File: src/rtl/muldiv_pkg.sv
// muldiv_pkg: definitions shared by the multi-cycle multiply/divide unit.
//   - op encodings MD_MULT / MD_MULTU / MD_DIV / MD_DIVU (signed ops have op[0] == 0,
//     divide ops have op[1] == 1)
//   - FSM state enum md_state_t
//   - md_neg(): two's-complement negation on a wide vector; callers size-cast
//     in and out, so it serves any operand width up to MD_MAX_W bits.
package muldiv_pkg;

  localparam logic [1:0] MD_MULT  = 2'b00;
  localparam logic [1:0] MD_MULTU = 2'b01;
  localparam logic [1:0] MD_DIV   = 2'b10;
  localparam logic [1:0] MD_DIVU  = 2'b11;

  // Widest vector md_neg handles; the double-width product limits WIDTH to 64.
  localparam int MD_MAX_W = 128;

  typedef enum logic [1:0] {
    IDLE = 2'd0,
    CALC = 2'd1,
    DONE = 2'd2
  } md_state_t;

  function automatic logic [MD_MAX_W-1:0] md_neg(input logic [MD_MAX_W-1:0] x);
    return ~x + MD_MAX_W'(1);
  endfunction

endpackage

File: src/rtl/muldiv_div_step.sv
// muldiv_div_step: one combinational restoring-division step.
//   rem_i     (WIDTH+1) partial remainder from the previous step
//   bit_i     next dividend bit, MSB first
//   divisor_i (WIDTH)   divisor magnitude
//   rem_o     (WIDTH+1) new partial remainder
//   q_o       quotient bit produced by this step
module muldiv_div_step #(
  parameter int WIDTH = 32
) (
  input  logic [WIDTH:0]   rem_i,
  input  logic             bit_i,
  input  logic [WIDTH-1:0] divisor_i,
  output logic [WIDTH:0]   rem_o,
  output logic             q_o
);

  localparam int RW = WIDTH + 1;

  logic [WIDTH+1:0] shifted;
  logic [WIDTH+1:0] dvx;

  // One extra bit of headroom so the shifted remainder never wraps before
  // the compare; the remainder itself always fits back into WIDTH+1 bits.
  assign shifted = {rem_i, bit_i};
  assign dvx     = {2'b00, divisor_i};
  assign q_o     = (shifted >= dvx);
  assign rem_o   = RW'(q_o ? (shifted - dvx) : shifted);

endmodule

File: src/rtl/ex_muldiv.sv
// ex_muldiv: multi-cycle MULT/MULTU/DIV/DIVU unit for the EX stage, one bit
// per cycle (shift-add multiply, restoring divide on operand magnitudes with
// sign fix-up at the end).
// Ports:
//   clk, rst        clock; asynchronous active-high reset
//   start_i         request, held by EX until done_o
//   op_i            00 MULT, 01 MULTU, 10 DIV, 11 DIVU
//   opa_i / opb_i   multiplicand/dividend, multiplier/divisor
//   annul_i         flush: drop the current operation, back to IDLE
//   stall_o         pipeline hold (combinational)
//   done_o          result valid (state DONE)
//   hi_o / lo_o     product high/low, or remainder/quotient (registered)
//   div_zero_o      last divide had a zero divisor
//   state_dbg       current FSM state (md_state_t encoding)
// Handshake: start_i acts as a level-held valid; done_o is the completion
// strobe. The unit returns to IDLE only after start_i drops in DONE, so a
// request left high in DONE never retriggers.
// Build option: define MULDIV_DIV_EN to compile in the divider and
// div_zero_o; without it DIV/DIVU finish at once with zero results.
module ex_muldiv
  import muldiv_pkg::*;
#(
  parameter int WIDTH = 32,
  parameter int CNT_W = $clog2(WIDTH + 1)
) (
  input  logic             clk,
  input  logic             rst,
  input  logic             start_i,
  input  logic [1:0]       op_i,
  input  logic [WIDTH-1:0] opa_i,
  input  logic [WIDTH-1:0] opb_i,
  input  logic             annul_i,
  output logic             stall_o,
  output logic             done_o,
  output logic [WIDTH-1:0] hi_o,
  output logic [WIDTH-1:0] lo_o,
  output logic             div_zero_o,
  output logic [1:0]       state_dbg
);

  localparam int W2 = 2 * WIDTH;

  md_state_t        state, state_nxt;
  logic [CNT_W-1:0] cnt;
  logic [W2-1:0]    acc;      // mult: {partial product, multiplier}; div: quotient in low half
  logic [WIDTH-1:0] opx_q;    // multiplicand (mult) or divisor (div) magnitude
  logic             neg_a, neg_b;
  logic             go, last, sgn, div_short, dz_set;
  logic [WIDTH-1:0] mag_a, mag_b;
  logic [WIDTH:0]   mul_sum;
  logic [W2-1:0]    acc_nxt, fin;

  assign go   = start_i & ~annul_i;   // annul wins over start
  assign last = (cnt == CNT_W'(WIDTH - 1));
  assign sgn  = ~op_i[0];

  assign mag_a = (sgn & opa_i[WIDTH-1]) ? WIDTH'(md_neg(MD_MAX_W'(opa_i))) : opa_i;
  assign mag_b = (sgn & opb_i[WIDTH-1]) ? WIDTH'(md_neg(MD_MAX_W'(opb_i))) : opb_i;

`ifdef MULDIV_DIV_EN
  logic [WIDTH:0]   rem_q, rem_new;
  logic             q_bit, div_q;
  logic [WIDTH-1:0] quo_c, rem_c;

  muldiv_div_step #(.WIDTH(WIDTH)) u_div_step (
    .rem_i     (rem_q),
    .bit_i     (acc[WIDTH-1]),
    .divisor_i (opx_q),
    .rem_o     (rem_new),
    .q_o       (q_bit)
  );

  assign div_short = op_i[1] & (opb_i == '0);
  assign dz_set    = 1'b1;

  always_ff @(posedge clk or posedge rst) begin
    if (rst) begin
      rem_q <= '0;
      div_q <= 1'b0;
    end else if (state == IDLE && go) begin
      rem_q <= '0;
      div_q <= op_i[1];
    end else if (state == CALC && !annul_i) begin
      rem_q <= rem_new;
    end
  end
`else
  // Without the divider every divide request completes immediately.
  assign div_short = op_i[1];
  assign dz_set    = 1'b0;
`endif

  // Next accumulator and sign-corrected final result.
  always_comb begin
    mul_sum = {1'b0, acc[W2-1:WIDTH]} + (acc[0] ? {1'b0, opx_q} : '0);
    acc_nxt = {mul_sum, acc[WIDTH-1:1]};
    fin     = (neg_a ^ neg_b) ? W2'(md_neg(MD_MAX_W'(acc_nxt))) : acc_nxt;
`ifdef MULDIV_DIV_EN
    quo_c = {acc[WIDTH-2:0], q_bit};
    rem_c = rem_new[WIDTH-1:0];
    if (div_q) begin
      acc_nxt = {acc[W2-1:WIDTH], quo_c};
      // Remainder follows the dividend's sign, quotient the sign product.
      fin = {neg_a ? WIDTH'(md_neg(MD_MAX_W'(rem_c))) : rem_c,
             (neg_a ^ neg_b) ? WIDTH'(md_neg(MD_MAX_W'(quo_c))) : quo_c};
    end
`endif
  end

  // FSM state register
  always_ff @(posedge clk or posedge rst) begin
    if (rst) state <= IDLE;
    else     state <= state_nxt;
  end

  // FSM next state
  always_comb begin
    state_nxt = state;
    case (state)
      IDLE:    if (go) state_nxt = div_short ? DONE : CALC;
      CALC:    if (last) state_nxt = DONE;
      DONE:    if (!start_i) state_nxt = IDLE;
      default: state_nxt = IDLE;
    endcase
    if (annul_i) state_nxt = IDLE;
  end

  // Datapath and result registers
  always_ff @(posedge clk or posedge rst) begin
    if (rst) begin
      cnt        <= '0;
      acc        <= '0;
      opx_q      <= '0;
      neg_a      <= 1'b0;
      neg_b      <= 1'b0;
      hi_o       <= '0;
      lo_o       <= '0;
      div_zero_o <= 1'b0;
    end else begin
      case (state)
        IDLE: begin
          if (go) begin
            cnt   <= '0;
            neg_a <= sgn & opa_i[WIDTH-1];
            neg_b <= sgn & opb_i[WIDTH-1];
            if (op_i[1]) begin
              opx_q <= mag_b;
              acc   <= {{WIDTH{1'b0}}, mag_a};
            end else begin
              opx_q <= mag_a;
              acc   <= {{WIDTH{1'b0}}, mag_b};
            end
            if (div_short) begin
              hi_o       <= '0;
              lo_o       <= '0;
              div_zero_o <= dz_set;
            end
          end
        end
        CALC: begin
          if (!annul_i) begin
            cnt <= cnt + CNT_W'(1);
            acc <= acc_nxt;
            if (last) begin
              hi_o       <= fin[W2-1:WIDTH];
              lo_o       <= fin[WIDTH-1:0];
              div_zero_o <= 1'b0;
            end
          end
        end
        default: ;
      endcase
    end
  end

  assign stall_o   = start_i & (state != DONE) & ~annul_i;
  assign done_o    = (state == DONE);
  assign state_dbg = state;

endmodule

File: config.mk
export PLATFORM = sky130hd
export DESIGN_NAME = ex_muldiv
export DESIGN_NICKNAME = d
export VERILOG_FILES = /design/src/rtl/muldiv_pkg.sv /design/src/rtl/muldiv_div_step.sv /design/src/rtl/ex_muldiv.sv
export SDC_FILE = /design/constraint.sdc
export NUM_CORES = 1
export LEC_CHECK = 0
export BUFFER_PORTS_ARGS = -buffer_cell sky130_fd_sc_hd__buf_4
export CORE_MARGIN = 3
export CORE_UTILIZATION = 54
export CTS_CLUSTER_DIAMETER = 200
export CTS_CLUSTER_SIZE = 30
export DETAILED_ROUTE_END_ITERATION = 7
export PLACE_DENSITY = 0.78
export SKIP_LAST_GASP = 1
export SYNTH_ARGS = -nofsm -noshare
export SYNTH_HDL_FRONTEND = slang
export SYNTH_SLANG_ARGS = --single-unit
File: constraint.sdc
create_clock -name clk -period 5.2 [get_ports clk]
set_input_delay 1.04 -clock clk [delete_from_list [all_inputs] [get_ports clk]]
set_output_delay 1.04 -clock clk [all_outputs]
set_load 0.02 [all_outputs]
Yosys cells after proc, flatten, opt, wreduce, memory -nomap -nowiden
Index checks and enable logic that the tools add are counted.
{ "totals": {"regBits": 171, "in_bits": 70, "output_inout_bits": 69} }
{ "op_classes": {"n_addsub": 5, "n_eq_ne": 11, "muxes": 31, "bitwise_logic": 11, "reduce_logical": 6} }
{ "op_table": {"columns": ["operator", "count"], "rows": [
  ["32-bit 2-to-1 mux", 11],
  ["64-bit 2-to-1 mux", 3],
  ["32-bit case mux with 2 select lines", 2],
  ["64-bit case mux with 2 select lines", 1],
  ["32-bit by 1-bit adder with 32-bit output, second input constant", 2],
  ["64-bit by 1-bit adder with 64-bit output, second input constant", 1],
  ["32-bit NOT", 2],
  ["64-bit NOT", 1],
  ["32-bit by 32-bit adder with 33-bit output", 1],
  ["6-bit 2-to-1 mux", 2],
  ["6-bit case mux with 2 select lines", 1],
  ["2-bit 2-to-1 mux", 5],
  ["2-bit != test, second input constant", 5],
  ["3-bit != test, second input constant", 3],
  ["6-bit by 1-bit adder with 6-bit output, second input constant", 1],
  ["6-bit by 5-bit equality test with 1-bit output, second input constant", 1],
  ["2-bit case mux with 3 select lines", 1],
  ["3-bit AND reduction", 2],
  ["1-bit bitwise AND", 5],
  ["5-bit AND reduction", 1],
  ["1-bit 2-to-1 mux", 4],
  ["2-bit by 1-bit equality test with 1-bit output, second input constant", 1],
  ["2-bit equality test, second input constant", 1],
  ["2-bit zero test", 1],
  ["5 further kinds", 6]
]} }

Depth between registers and ports, before layout
Gate-level depths: netlist (run 1).
{ "depth": {"ltp_word": 8, "ltp_mapped": 15} }

Worst setup path before layout (run 1)
OpenSTA, ideal clock, no wires.
{ "synth_timing": {"path_type": "register -> register", "from": "reg acc[0]", "to": "reg hi_o[29]", "setup_ns": 0.121, "arrival_ns": 3.961, "path_slack_ns": 1.118, "path_stages_with_launch": 15, "period_less_slack_ns": 4.082, "path_cell_list": "dfrtp_1 clkbuf_1 and2_1 ha_1 fa_1 a21o_1 a221o_1 a311oi_1 xnor2_1 o221ai_1 nor4_2 nand4_4 o41ai_2 xnor2_1 a22o_1"} }
{ "synth_between": {"elab_chain_cells": 8} }
{ "synth_lines": {"columns": ["item", "line_no", "rtl"], "rows": [
  ["from (decl)", "ex_muldiv.sv:45", "logic [W2-1:0] acc;"],
  ["from (signal assigned)", "ex_muldiv.sv:148", "acc <= {{WIDTH{1'b0}}, mag_a};"],
  ["from (signal assigned)", "ex_muldiv.sv:151", "acc <= {{WIDTH{1'b0}}, mag_b};"],
  ["from (signal assigned)", "ex_muldiv.sv:163", "acc <= acc_nxt;"],
  ["32-bit 2-to-1 mux *", "ex_muldiv.sv:95", "mul_sum = {1'b0, acc[W2-1:WIDTH]} + (acc[0] ? {1'b0, opx_q} : '0);"],
  ["32-bit by 32-bit adder with 33-bit output *", "ex_muldiv.sv:95", null],
  ["64-bit NOT", "muldiv_pkg.sv:24", "return ~x + MD_MAX_W'(1);"],
  ["64-bit by 1-bit adder with 64-bit output", "muldiv_pkg.sv:24", null],
  ["64-bit 2-to-1 mux *", "ex_muldiv.sv:97", "fin = (neg_a ^ neg_b) ? W2'(md_neg(MD_MAX_W'(acc_nxt))) : acc_nxt;"],
  ["32-bit 2-to-1 mux *", "ex_muldiv.sv:164", "if (last) begin"],
  ["32-bit 2-to-1 mux *", "ex_muldiv.sv:161", "if (!annul_i) begin"],
  ["32-bit case mux with 2 select lines *", "ex_muldiv.sv:140", "case (state)"],
  ["to (signal assigned)", "ex_muldiv.sv:165", "hi_o <= fin[W2-1:WIDTH];"],
  ["to (decl)", "ex_muldiv.sv:35", "output logic [WIDTH-1:0] hi_o,"]
]} }
Mark *: on every way between the ends. The rest lies on a longest branch, timed or not. The select of a mux whose other input is x is not followed.
A chain may end at the register's enable or synchronous reset.

Worst setup path in the final report (run 1)
Ends and elaborated chain as after synthesis.

==> flow_summary.ini, run 1 <==
[setup_path]
critPathKind = flip-flop to flip-flop
crit_path_frequent_cell = xnor2_1
start_kind = flip-flop
slowest_delay_ps = 700
crit_chain = and2_1, ha_1, fa_1, a21o_1, a221o_1, a311oi_1, xnor2_1, o221ai_1, nor4_2, nand4_4, o41ai_2, xnor2_1, a22o_1
worstSetupEndpointType = flip-flop
slowest_stage = nor4_2
worstPathRequired_ps = 5520
cp.arrival_ps = 4930
crit_fanout = 13

[placement]
pre_cts_ws_ps = 617.6
port_buffers = 137
gp_congestion = 0.9693
dpl_cell_area_um2 = 13110
placed_cells = 1787
dp_hpwl_mm = 25.75

[power]
irDropWorstVdd_mv = 0.1776
power.leakage_nw = 6.167
power_mw = 5.305
power_density_nw_per_um2 = 386.3

[logic_synthesis]
ys_types = 82
synth.cell_area_um2 = 11870
synth_edf_count = 0
yosysWarnings = 0
synthFlopType = dfrtp_1
synth-seq-cells = 170
syn_avg_cell_area_um2 = 8.270
ys_seq_area_share_pct = 35.85
syn_nets = 1542
synth_async_sr_flop_share_pct = 100.0
postSynthCellCount = 1435

[sta]
post-route-min-period_ps = 4609
slew_headroom_pct = 26.37
fin_crit_sh_pct = 88.64
finClkSkew_ps = 10.95
worst_pin_slew_ps = 1104
rsz0062_at_grt = false
hold_ws_ps = 470.5
timing.final.ws_setup_ps = 590.7
maxSlewViolCount = 0
setup_viol = 0
clock.fmax_ghz = 0.2170
hold_viol = 0
fin_setup_tns_ps = 0

[grt]
grt_pass1_wl_mm = 55.17
grt_max_degree = 171
grt_overflow = 0
grt_usage_pct = 28.72
grt_pass1_vias = 10350
antenna_found_initial = 3

[die]
die_w_um = 154.2
num_rows = 53
core_um2 = 21290
io_pins = 139
die_area_um2 = 23790
start_util_pct = 55.75
die_h_um = 154.2

[final_layout]
fin_util_pct = 64.52
seq_area_um2 = 4254
fin_nets = 1638
synthToLayoutAreaGrowth_pct = 15.72
design_area_um2 = 13730
n_fill_cell = 1781
multi_input_area_um2 = 7219
final_layout_size_suffix_gt1_share_pct = 14.44
final_cells = 1820

[drt]
vias_per_cell = 6.149
vias = 11190
drc = 0
ant_nets = 0
wire_per_inst_um = 19.07
totalWireLength_mm = 34.70
drtIter0Drc = 971
firstDrtPassIters = 5

[clock_network]
insertion_delay_ps = 440
cts_setup_buffers = 0
clockRootBuffer = clkbuf_16
cts_buffers = 17
cts_tree = yes
postCtsResizedCells = 0
clock_path_buffers = 2
htree_levels = 4
clock_sinks = 170
cts_hold_buf = 0
clk_pin_slew_ps = 70

[outcome]
status = finished, final reports clean

[job]
timing.max_cap.violations = 0

[min_path]
min_path_type = flip-flop to flip-flop
[synthesized netlist by cell type (all sizes together), types with 16 or more instances]
library cell	n	area (um2)
xor2	63	551.8
nor3	31	160.1
a22o	26	227.7
xnor2	79	691.9
o31ai	24	180.2
nand2	186	698.2
inv	25	93.84
ha	36	450.4
and2	43	269.0
nor4	20	152.6
a21oi	114	570.6
o21ai	205	1026
a21o	16	120.1
dfrtp	170	4254
a22oi	30	225.2
clkbuf	72	290.3
nor2	109	409.1
[logic make-up after synthesis]
group                    after synthesis  share of synthesized area, %
XOR/XNOR                             142                         10.48
multiplexers                           7                        0.6010
flip-flops                           170                         35.85
AND/OR/NAND/NOR                      482                         19.97
AO/OA/AOI/OAI                        490                         25.51
adder cells (fa/ha/maj)               37                         3.964
buffers and inverters                106                         3.595
other                                  1                       0.03160
[sequential cells by signal (all words and copies together), names as in the netlist]
signal / flops
state_dbg: 2
opx_q: 32
hi_o: 32
cnt: 6
acc: 64
neg_a: 1
neg_b: 1
lo_o: 32
[placed cells by master, fill, tap and decap left out, types with 4 or more instances in the layout]
| master | instances |
|---|---|
| nor4_1 | 17 |
| a21oi_1 | 114 |
| and4_1 | 4 |
| a22o_1 | 26 |
| o41ai_1 | 6 |
| nor2_1 | 107 |
| inv_1 | 24 |
| a21boi_0 | 4 |
| mux2i_1 | 6 |
| nor3_1 | 30 |
| o21a_1 | 5 |
| nor3b_1 | 5 |
| a21o_1 | 16 |
| nand4_1 | 11 |
| nor2b_1 | 8 |
| a22oi_1 | 30 |
| nand2_1 | 185 |
| nand2b_1 | 9 |
| xor2_1 | 62 |
| o21ai_1 | 4 |
| and3_1 | 7 |
| o211ai_1 | 5 |
| xnor2_1 | 78 |
| o31ai_1 | 24 |
| nand3_1 | 9 |
| or4_1 | 11 |
| or3_1 | 8 |
| ha_1 | 36 |
| buf_4 | 157 |
| and2_1 | 41 |
| o221ai_1 | 4 |
| a211oi_1 | 9 |
| dfrtp_1 | 170 |
| o21ai_0 | 201 |
| clkbuf_16 | 17 |
| a31oi_1 | 8 |
[final timing paths]
check / slack [ps] / startpoint / cells past startpoint / to
setup / recovery: 590 / acc[0] / 13 / hi_o[29]
hold / removal: 470 / opx_q[30] / 2 / opx_q[30]
setup reg to reg: 590 / acc[0] / 13 / hi_o[29]
hold reg to reg: 470 / opx_q[30] / 2 / opx_q[30]
max in group asynchronous: 3660 / rst / 3 / acc[45]
min in group asynchronous: 860 / rst / 3 / cnt[5]
[per-layer routing]
metal  track usage, %  part of all wire (%)  wire length [um]  up-vias
li1                 -                     -                 -     5356
met1            41.10                    44             15250     5277
met2            42.99                    44             15190      481
met3            6.939                   9.2              3184       74
met4            9.714                   3.1              1064        4
met5                0                 0.061                21        -
[critical path: cells and delay by family (launching register included)]
family	cells	cell delay, ps
AO/OA/AOI/OAI	6	1920
AND/OR/NAND/NOR	3	1120
adder cells (fa/ha/maj)	2	620
flip-flops	1	470
XOR/XNOR	2	360
[layout make-up]
class                      instances  share of cell area (%)
clock inverter                    15                   1.394
timing repair buffer             158                   8.728
clock buffer                      17                   3.098
sequential                       170                   30.98
multi-input combinational       1159                   52.57
tap                              275                   2.505
inverter                          25                  0.7106
antenna                            1                 0.01822
[power breakdown]
| part | switching [mW] | internal, mW |
|---|---|---|
| logic | 1.24 | 0.815 |
| clock network | 0.589 | 0.767 |
| registers | 0.271 | 1.62 |
| total | 2.10 | 3.20 |
No activity file was read; power rests on OpenSTA's default activity.
==> run 2: changes to the inputs <==
==> constraint.sdc (replaced) <==
create_clock -name clk -period 5.2 [get_ports clk]
set_input_delay 0 -clock clk [delete_from_list [all_inputs] [get_ports clk]]
set_output_delay 0 -clock clk [all_outputs]
set_load 0.02 [all_outputs]
==> run 2 against run 1 <==
Net effect:
- power grew 0.68%
- global-route usage grew 1.3 points
- largest power group unchanged
- sequential share of layout area shrank 0.26 points
- register-to-register slack gained 150 ps
- highest routed layer is now met4
- sequential cell count is the same
- sequential power is essentially flat
- combinational power is essentially flat
- critical endpoint unchanged
==> flow_summary.ini, run 2 (synthesis results as in run 1) <==
[grt]
grt_overflow = 0
grt_max_degree = 127
grt_pass1_vias = 10390
grt_usage_pct = 30.06
antenna_found_initial = 0
grt_pass1_wl_mm = 57.59

[setup_path]
crit_family = compound AO/OA/AOI/OAI gates
r2r_start = acc[0]
reg2reg_to = hi_o[29]
path_buf_inv = 1
worstSetupEndpointType = flip-flop
crit_fanout = 15
r2r_setup_slack_ps = 740
critPathKind = flip-flop to flip-flop
worstPathRequired_ps = 5530
cp.arrival_ps = 4780
reg2regPathDepth = 14
slowest_stage = dfrtp_1
crit_chain = and2_1, ha_1, fa_1, a21o_1, a221o_1, a311oi_1, xnor2_1, o221ai_1, nor4_2, buf_4, nand4_4, o41ai_2, xnor2_1, a22o_1
start_kind = flip-flop
crit_path_frequent_cell = xnor2_1
slowest_delay_ps = 530

[final_layout]
final_common_cell = o21ai_0
final_layout_size_suffix_gt1_share_pct = 14.21
antenna_cells = 0
fin_nets = 1649
final_cells = 1830
top_register = acc
synthToLayoutAreaGrowth_pct = 16.70
largest_register_ffs = 64
layout_common_cells = 201 x o21ai_0, 185 x nand2_1, 170 x dfrtp_1, 156 x buf_4, 114 x a21oi_1

[drt]
totalWireLength_mm = 36.18
ant_nets = 0
drc = 0
drtIter0Drc = 959
vias_per_cell = 6.137
vias = 11230
wire_per_inst_um = 19.77
firstDrtPassIters = 6

[die]
die_area_um2 = 23790
die_w_um = 154.2
num_rows = 53
start_util_pct = 55.75
die_h_um = 154.2
io_pins = 139
core_um2 = 21290

[clock_network]
cts_buffers = 17
clk_pin_slew_ps = 70
htree_levels = 4
clock_path_buffers = 2
cts_tree = yes
clockRootBuffer = clkbuf_16
cts_setup_buffers = 0
cts_hold_buf = 13
insertion_delay_ps = 440
postCtsResizedCells = 0
clock_sinks = 170

[min_path]
min_path_cells = 5
min_to = opx_q[3]
min_path_type = primary input to flip-flop
min-delay-start = opa_i[3]

[power]
power.leakage_nw = 6.224
power_density_nw_per_um2 = 385.7
irDropWorstVdd_mv = 0.2147

[sta]
finClkSkew_ps = 16.07
hold_viol = 0
maxSlewViolCount = 0
clock.fmax_ghz = 0.2244
fin_crit_sh_pct = 85.68
setup_viol = 0
post-route-min-period_ps = 4456
worst_pin_slew_ps = 1081
rsz0062_at_grt = false
fin_setup_tns_ps = 0
slew_headroom_pct = 27.91

[placement]
port_buffers = 137
gp_congestion = 0.9656
placed_cells = 1785
dp_hpwl_mm = 27.04

[job]
timing.max_cap.violations = 0

[outcome]
status = finished, final reports clean
run 2: worst max path at each step:
stage | start | to | slack, ps | cells past startpoint
final | acc[0] | hi_o[29] | 740 | 14
after global routing | acc[0] | hi_o[26] | 440 | 14
after CTS | acc[0] | hi_o[29] | 780 | 14
after detailed placement | acc[0] | hi_o[29] | 850 | 14
after global placement | acc[0] | hi_o[31] | 930 | 14
after floorplan | rst | acc[0] | 600 | 1
run 2: stage by stage:
| stage | utilization (%) | setup slack [ps] | power (mW) | area, um2 | hold slack [ps] |
|---|---|---|---|---|---|
| 2_1_floorplan | - | 596.6 | 3.202 | 11870 | 66.41 |
| 3_3_place_gp | 61.48 | 928.6 | 3.901 | 13090 | 245.2 |
| 3_5_place_dp | 61.48 | 848.9 | 3.955 | 13090 | 246.4 |
| 4_1_cts | 65.06 | 783.2 | 5.324 | 13850 | 1.717 |
| 5_1_grt | 65.06 | 439.7 | 5.631 | 13850 | 48.30 |
| 6_report | 65.06 | 744.4 | 5.341 | 13850 | 11.73 |
run 2: area by class of cell:
cell class | instances | area (um2)
fillers | 1834 | 7437
multi-input cells | 1159 | 7219
flip-flops and latches | 170 | 4254
repair buffers | 169 | 1301
clock buffers | 17 | 425.4
well taps | 275 | 344.1
clock inverters | 15 | 206.4
inverters | 25 | 98.84
run 2: worst reg2reg max path, cell delays in order (launching register included):
cell	delay, ps
dfrtp_1	530
and2_1	240
ha_1	200
fa_1	400
a21o_1	220
a221o_1	350
a311oi_1	450
xnor2_1	220
o221ai_1	320
nor4_2	390
buf_4	210
nand4_4	120
o41ai_2	410
xnor2_1	100
a22o_1	180
run 2: per-layer routing:
layer	wire length [um]	GRT usage [%]	vias up
met5	0	0	-
met4	775	8.200	0
met3	2615	5.876	42
met2	16060	45.32	469
met1	16730	44.42	5334
li1	-	-	5386
run 2: report_power, final:
group | switching (mW) | internal (mW)
clock | 0.627 | 0.739
combinational | 1.26 | 0.819
sequential | 0.275 | 1.62
total | 2.16 | 3.18
==> run 3: changes to the inputs <==
- BUFFER_PORTS_ARGS: -buffer_cell sky130_fd_sc_hd__buf_4 -> -buffer_cell sky130_fd_sc_hd__buf_2
- PLACE_DENSITY: 0.78 -> 0.76
- SLEW_MARGIN: not set -> 15
==> run 3 against run 2 <==
Net effect:
- worst hold slack gained 2.2 ps
- sequential share of layout area increased by 0.95 points
- maximum frequency decreased by 1.9%
- clock skew up 4.5 ps
- global-route usage down 0.66 points
- cell area fell by 3.0%
- clock power fell by 3%
- power fell by 2.9%
- critical path depth fell by 2
- count of clock-buffer cells in the layout grew 1
- utilization decreased by 2.0 points
- largest power group unchanged
==> flow_summary.ini, run 3 (synthesis results as in run 1) <==
[drt]
firstDrtPassIters = 5
drtIter0Drc = 895
totalWireLength_mm = 35.77
drc = 0
wire_per_inst_um = 19.61
vias = 11100
ant_nets = 0
vias_per_cell = 6.087

[placement]
gp_congestion = 1.006
port_buffers = 137
dp_hpwl_mm = 26.90
dpl_cell_area_um2 = 12740
placed_cells = 1783

[power]
irDropWorstVdd_mv = 0.1968
power.leakage_nw = 6.103
power_density_nw_per_um2 = 386.0
power_mw = 5.185

[outcome]
status = finished, final reports clean

[final_layout]
final_layout_size_suffix_gt1_share_pct = 14.14
layout_common_cells = 201 x o21ai_0, 185 x nand2_1, 170 x dfrtp_1, 136 x buf_2, 114 x a21oi_1
largest_register_ffs = 64
fin_nets = 1643
multi_input_area_um2 = 7226
design_area_um2 = 13430
top_register = acc
fin_util_pct = 63.10
n_fill_cell = 1813
seq_area_um2 = 4254
synthToLayoutAreaGrowth_pct = 13.19
final_cells = 1824
antenna_cells = 0
final_common_cell = o21ai_0

[job]
timing.max_cap.violations = 0

[die]
die_area_um2 = 23790
io_pins = 139
die_h_um = 154.2
core_um2 = 21290
start_util_pct = 55.75
num_rows = 53
die_w_um = 154.2

[setup_path]
critPathKind = flip-flop to flip-flop
crit_start = acc[0]
cp.arrival_ps = 4860
worstSetupEndpointType = flip-flop
r2r_start = acc[0]
start_kind = flip-flop
worstPathRequired_ps = 5520
crit_fanout = 20

[sta]
hold_viol = 0
maxSlewViolCount = 0
fin_crit_sh_pct = 87.32
setup_viol = 0
slew_headroom_pct = 31.84
rsz0062_at_grt = false
post-route-min-period_ps = 4541
worst_pin_slew_ps = 1015
finClkSkew_ps = 20.56
fin_setup_tns_ps = 0
clock.fmax_ghz = 0.2202

[clock_network]
cts_tree = yes
cts_buffers = 17
htree_levels = 4
insertion_delay_ps = 450
clock_sinks = 170
clockRootBuffer = clkbuf_16
clock_path_buffers = 2
clk_pin_slew_ps = 70
postCtsResizedCells = 0

[grt]
grt_overflow = 0
grt_max_degree = 100
grt_pass1_vias = 10090
antenna_found_initial = 0
grt_pass1_wl_mm = 55.83
grt_usage_pct = 29.40

[min_path]
min_path_type = primary input to flip-flop
min-delay-start = opa_i[22]
==> run 3: changes by cell type in the layout (fill, tap and decap cells not counted), moves of 2 or more <==
| cell | before | now |
|---|---|---|
| clkinv_2 | 2 | 0 |
| buf_4 | 156 | 18 |
| clkinvlp_4 | 0 | 3 |
| buf_2 | 0 | 136 |
| dlygate4sd3_1 | 13 | 9 |
==> run 3: worst paths after layout <==
kind                                   to  slack (ps)  cells after the start
worst max-delay path             hi_o[30]         660                     12
worst min register to register   opx_q[0]         470                      2
worst min-delay path              acc[22]          10                      4
min in group asynchronous        lo_o[13]         200                      3
max in group asynchronous       opx_q[29]        3820                      4
worst max register to register   hi_o[30]         660                     12
==> run 3: worst max-delay path: stages, from the launching register on <==
cell and delay [ps]:
dfrtp_1 570, and2_1 260, ha_1 480, and3_1 280, a221oi_4 120, or4_1 580
a21oi_1 330, o32ai_1 180, a2111oi_2 630, nand2_1 240, nor4_2 470, a2111o_1 210
nand3_1 70
==> run 3: repair_timing <==
action | in CTS | in global routing
setup buffers | 0 | 0
setup endpoints to repair | 0 | 0
hold buffers | 9 | 0
hold endpoints to repair | 81 | 0
==> run 3: layout make-up <==
class	count	share of cell area [%]
well taps	275	2.561
clock inverters	14	1.304
flip-flops and latches	170	31.67
repair buffers	163	6.744
clock buffers	18	3.195
multi-input cells	1159	53.79
inverters	25	0.7358
==> run 3: report_power, final <==
| part | switching [mW] | leakage (nW) | internal (mW) |
|---|---|---|---|
| registers | 0.265 | 2.24 | 1.62 |
| logic | 1.25 | 3.58 | 0.722 |
| clock network | 0.640 | 0.285 | 0.691 |
==> run 3: layer usage <==
metal,track usage (%),vias to the layer above,part of all wire [%]
li1,-,5365,-
met1,44.33,5246,47
met2,43.66,439,43
met3,4.421,53,7.1
met4,9.251,0,2.7
met5,0,-,0
==> run 3: through the flow <==
| stage | hold slack [ps] | setup WS [ps] |
|---|---|---|
| detailed placement | 168.0 | 723.8 |
| finish | 13.95 | 659.3 |
| CTS | 5.725 | 722.7 |
| global route | 33.75 | 335.5 |
| global placement | 168.8 | 764.9 |
| floorplan | 66.41 | 596.6 |
